==> src/rtl/mux_rr_scheduler.sv <==
// Round-robin scheduler for a shared 4:1 data mux with burst-limited grants and a valid/ready output.
// Optional build macro MUX_RR_LOCK_EN adds i_Lock, which keeps the current grant past the burst limit.
module mux_rr_scheduler #(
  parameter int WIDTH = 4,
  parameter int BURST = 4,
  parameter int CNT_W = 3
) (
  input  logic             i_Clk,
  input  logic             i_Rst,
  input  logic [3:0]       i_Req,
  input  logic [WIDTH-1:0] i_Datos_0,
  input  logic [WIDTH-1:0] i_Datos_1,
  input  logic [WIDTH-1:0] i_Datos_2,
  input  logic [WIDTH-1:0] i_Datos_3,
  input  logic             i_Ready,
`ifdef MUX_RR_LOCK_EN
  input  logic             i_Lock,
`endif
  output logic [3:0]       o_Grant,
  output logic [1:0]       o_Sel,
  output logic             o_Valid,
  output logic [WIDTH-1:0] o_Salida,
  output logic             o_Busy
);

  // Handshake: a beat transfers on any cycle where o_Valid & i_Ready are both high;
  // o_Valid follows the granted source's request, and o_Salida is stable while it is held.

  typedef enum logic {
    ST_IDLE  = 1'b0,
    ST_GRANT = 1'b1
  } state_t;

  localparam logic [CNT_W-1:0] LP_CNT_LAST = CNT_W'(BURST - 1);

  state_t           r_State;
  logic [3:0]       r_Grant;
  logic [1:0]       r_Sel;
  logic [1:0]       r_Last;
  logic [CNT_W-1:0] r_Cnt;

  logic [1:0]       w_Base;
  logic             w_Win_Found;
  logic [1:0]       w_Win_Idx;
  logic             w_Busy;
  logic             w_Req_Sel;
  logic [WIDTH-1:0] w_Mux;
  logic             w_Accept;
  logic             w_Cnt_Full;
  logic             w_Lock_Act;
  logic             w_Rel_Burst;
  logic             w_Rel_Drop;
  logic             w_Release;

`ifdef MUX_RR_LOCK_EN
  assign w_Lock_Act = i_Lock;
`else
  assign w_Lock_Act = 1'b0;
`endif

  assign w_Busy    = (r_State == ST_GRANT);
  assign w_Req_Sel = i_Req[r_Sel];

  // While granted the search starts after the current owner, so the release
  // decision and the next winner come out of the same cycle.
  assign w_Base = w_Busy ? r_Sel : r_Last;

  always_comb begin
    w_Win_Found = 1'b0;
    w_Win_Idx   = 2'd0;
    // Scan farthest-first so the nearest requester after w_Base overrides.
    for (int i = 3; i >= 0; i--) begin
      logic [1:0] v_idx;
      v_idx = w_Base + 2'(i + 1);
      if (i_Req[v_idx]) begin
        w_Win_Found = 1'b1;
        w_Win_Idx   = v_idx;
      end
    end
  end

  always_comb begin
    w_Mux = '0;
    case (r_Sel)
      2'd0:    w_Mux = i_Datos_0;
      2'd1:    w_Mux = i_Datos_1;
      2'd2:    w_Mux = i_Datos_2;
      default: w_Mux = i_Datos_3;
    endcase
  end

  assign w_Accept    = w_Busy & w_Req_Sel & i_Ready;
  assign w_Cnt_Full  = (r_Cnt == LP_CNT_LAST);
  assign w_Rel_Burst = w_Accept & w_Cnt_Full & ~w_Lock_Act;
  assign w_Rel_Drop  = w_Busy & ~w_Req_Sel;
  assign w_Release   = w_Rel_Burst | w_Rel_Drop;

  always_ff @(posedge i_Clk) begin
    if (i_Rst) begin
      r_State <= ST_IDLE;
      r_Grant <= 4'b0000;
      r_Sel   <= 2'd0;
      r_Last  <= 2'd3;
      r_Cnt   <= '0;
    end else begin
      case (r_State)
        ST_IDLE: begin
          if (w_Win_Found) begin
            r_State <= ST_GRANT;
            r_Grant <= 4'b0001 << w_Win_Idx;
            r_Sel   <= w_Win_Idx;
            r_Cnt   <= '0;
          end
        end
        ST_GRANT: begin
          if (w_Release) begin
            r_Last <= r_Sel;
            r_Cnt  <= '0;
            if (w_Win_Found) begin
              r_Grant <= 4'b0001 << w_Win_Idx;
              r_Sel   <= w_Win_Idx;
            end else begin
              // o_Sel keeps pointing at the last owner while idle.
              r_State <= ST_IDLE;
              r_Grant <= 4'b0000;
            end
          end else if (w_Accept && !w_Cnt_Full) begin
            r_Cnt <= r_Cnt + CNT_W'(1);
          end
        end
        default: begin
          r_State <= ST_IDLE;
          r_Grant <= 4'b0000;
        end
      endcase
    end
  end

  assign o_Grant  = r_Grant;
  assign o_Sel    = r_Sel;
  assign o_Busy   = w_Busy;
  assign o_Valid  = w_Busy & w_Req_Sel;
  assign o_Salida = w_Busy ? w_Mux : '0;

`ifndef SYNTHESIS
  a_grant_onehot0 : assert property (@(posedge i_Clk) $onehot0(r_Grant));
  a_grant_state   : assert property (@(posedge i_Clk) (r_Grant != 4'b0000) == w_Busy);
  a_sel_matches   : assert property (@(posedge i_Clk) w_Busy |-> (r_Grant == (4'b0001 << r_Sel)));
  a_cnt_bound     : assert property (@(posedge i_Clk) r_Cnt <= LP_CNT_LAST);
`endif

endmodule

==> config.mk <==
export PLATFORM = sky130hd
export DESIGN_NAME = mux_rr_scheduler
export DESIGN_NICKNAME = d
export VERILOG_FILES = /design/src/rtl/mux_rr_scheduler.sv
export SDC_FILE = /design/constraint.sdc
export NUM_CORES = 1
export LEC_CHECK = 0
export ABC_AREA = 1
export CAP_MARGIN = 5
export CORE_ASPECT_RATIO = 1.5
export CORE_UTILIZATION = 35
export CTS_BUF_LIST = sky130_fd_sc_hd__clkbuf_8
export CTS_CLUSTER_SIZE = 8
export DETAILED_ROUTE_END_ITERATION = 10
export PLACE_DENSITY = 0.72
export SYNTH_ARGS = -nofsm -noshare
export SYNTH_HDL_FRONTEND = slang
export SYNTH_SLANG_ARGS = --single-unit
==> constraint.sdc <==
create_clock -name i_Clk -period 4.6 [get_ports i_Clk]
set_input_delay 0.69 -clock i_Clk [delete_from_list [all_inputs] [get_ports i_Clk]]
set_output_delay 0.69 -clock i_Clk [all_outputs]
set_load 0.005 [all_outputs]
==> results_dict.tcl <==
set metrics [dict create \
    ctsResizeCount 0 \
    worstPathArrival_ns 2.13 \
    cts_buffers 3 \
    post_cts_buffers 0 \
    gp_congestion 0.823 \
    min_from "o_Grant[1]$_SDFFE_PP0P_" \
    yosysWarnings 0 \
    first_pass_iters 4 \
    area_growth_pct 38.4 \
    p_sw_share_pct 52.3 \
    utilization_pct 51.3 \
    fin_crit_sh_pct 61.2 \
    grt_pass1_wl_mm 4.53 \
    ctsHoldBuffers 0 \
    grt_pass1_vias 1123 \
    ys_types 24 \
    drc_errors 0 \
    rsz0062_at_grt "false" \
    drt_wl_total_mm 2.71 \
    outcome "finished clean" \
    cts_max_level 1 \
    synth-edff-count 0 \
    postRouteAntennaNets 0 \
    power_frac_comb_pct 72.9 \
    p_leak_nw 0.721 \
    hp-class "reg -> reg" \
    dpl_cell_area_mm2 0.00147 \
    finalMaxSlewViolations 0 \
    start_util_pct 37.1 \
    intPower_mw 0.492 \
    core_area_mm2 0.00294 \
    num_vias 1163 \
    async_flop_share_pct 0 \
    synth_seq_cells 12 \
    max-vdd-ir-drop_v 0.000364 \
    ios 35 \
    drive_gt1_share_pct 17.9 \
    grt_max_degree 13 \
    dr.first_iter.drc_count 25 \
    hold_slack_ns 0.477 \
    finalHoldViolCount 0 \
    pwr-share-seq_pct 17.9 \
    r2r-start "o_Busy$_SDFF_PP0_" \
    dp_hpwl_mm 2.23 \
    cts_tree "done" \
    cts_root_buf "clkbuf_8" \
    grt_overflow 0 \
    r2r_cells 15 \
    syn_nets 202 \
    crit_type "in -> out" \
    syn-instance-count 177 \
    p_clk_share_pct 9.2 \
    setup_tns_ns 0 \
    ff2ff_setup_slack_ns 2.40 \
    clk_path_buf_depth 2 \
    setup_ws_ns 1.78 \
    critical_path.max_fanout 3 \
    setup_viol_count_final 0 \
    insertion_delay_ns 0.24 \
    synth-main-ff-cell "dfxtp_1" \
    num_rows 24 \
    cts.clk_slew.worst_paths_ns 0.05 \
    stdcell_count 251 \
    dp_slack_ns 1.78 \
    fin_crit_ns 2.82 \
    required_ns 3.91 \
    cp-start-kind "input pin" \
    dp.cells 248 \
    slew_headroom_pct 63.8 \
    fmaxAchievable_ghz 0.355 \
    antenna_found_initial 0 \
    final_area_mm2 0.00151 \
    clock_sinks 12 \
    cp-end-kind "output pin" \
    port-buffer-count 34 \
    rr_endpoint "r_Cnt[2]$_SDFFE_PP0P_" \
    syn_avg_cell_area_um2 6.16 \
    die_h_um 70.4 \
    wl_per_cell_um 10.8 \
    track_usage_pct 18.0 \
    holdPathStages 2 \
    hold_end "o_Grant[1]$_SDFFE_PP0P_" \
    finalNetCount 239 \
    skew_ns 0.00108 \
    worst_pin_slew_ns 0.542 \
    p_sw_mw 0.538 \
    drv_cap 0 \
    p_per_area_mw_per_mm2 682 \
    diodes 0 \
    dieWidth_um 47.6 \
    dieArea_mm2 0.00335 \
    ys_seq_area_share_pct 22.0 \
    syn_area_mm2 0.00109 \
    power_mw 1.03 \
    vias_per_cell 4.63 \
]
metal layers:
metal | wire length (um) | global-route usage [%]
met3 | 46 | 1.81
met5 | 0 | 0
met1 | 1180 | 20.8
met4 | 48 | 8.02
met2 | 1430 | 31.1
cell type report:
cell class | count | area [um2]
Sequential cell | 12 | 240
Fill cell | 319 | 1430
Inverter | 23 | 86.3
Multi-Input combinational cell | 140 | 753
Clock buffer | 3 | 41.3
Tap cell | 39 | 48.8
Timing Repair Buffer | 34 | 340
sequential cells by signal, indices dropped and copies added, names as in the netlist:
name and flops:
r_Last 2, r_Cnt 3, o_Busy 1, o_Grant 4, o_Sel 2
how the worst max path moves through the flow:
| stage | start | end | cells past startpoint |
|---|---|---|---|
| 3_3_place_gp | i_Req[1] | o_Valid | 8 |
| 5_1_grt | i_Req[1] | o_Valid | 8 |
| 4_1_cts | i_Req[1] | o_Valid | 8 |
| 2_1_floorplan | i_Req[1] | o_Valid | 6 |
| 6_report | i_Req[1] | o_Valid | 8 |
| 3_5_place_dp | i_Req[1] | o_Valid | 8 |
critical path: stages:
cell and delay, ns:
clkdlybuf4s50_1 0.47, inv_1 0.06, nor2_1 0.10, a21oi_1 0.04
nand3_1 0.12, nand2_1 0.06, inv_1 0.08, clkdlybuf4s50_1 0.50
cells by family after synthesis:
family / synth area share (%)
compound gates: 10.3
fa+ha+maj: 2.29
buf+inv: 8.94
flops: 22.0
simple gates: 56.4
synth_stat cells, types with 2 or more instances:
cell type / count / share of area (%)
nor2_1: 10 / 3.4
inv_1: 18 / 6.2
nand2_2: 15 / 8.6
nand2_1: 61 / 21
nand4_1: 6 / 3.4
o21ai_2: 2 / 1.6
dfxtp_1: 12 / 22
inv_2: 5 / 1.7
o21ai_1: 3 / 1.4
nand3_2: 2 / 1.8
o211ai_1: 2 / 1.4
nand2_4: 5 / 5.2
ha_1: 2 / 2.3
a21oi_1: 8 / 3.7
nand3_1: 17 / 7.8
power groups by stage:
| stage | clock, mW | sequential, mW | combinational, mW |
|---|---|---|---|
| finish | 0.0947 | 0.185 | 0.751 |
| global route | 0.101 | 0.190 | 0.846 |
| floorplan | 0 | 0.171 | 0.578 |
| detailed placement | 0 | 0.187 | 0.759 |
| CTS | 0.0981 | 0.185 | 0.761 |
| global placement | 0 | 0.186 | 0.749 |
cell usage in the layout, fill, tap and decap left out, types with 6 or more instances in the layout:
master            n
nand3_1          17
nand2_1          61
dfxtp_1          12
nor2_1           10
inv_1            18
nand2_2          15
clkdlybuf4s50_1  34
nand4_1           6
a21oi_1           8
Note: power is estimated with default switching activity, not from simulation.
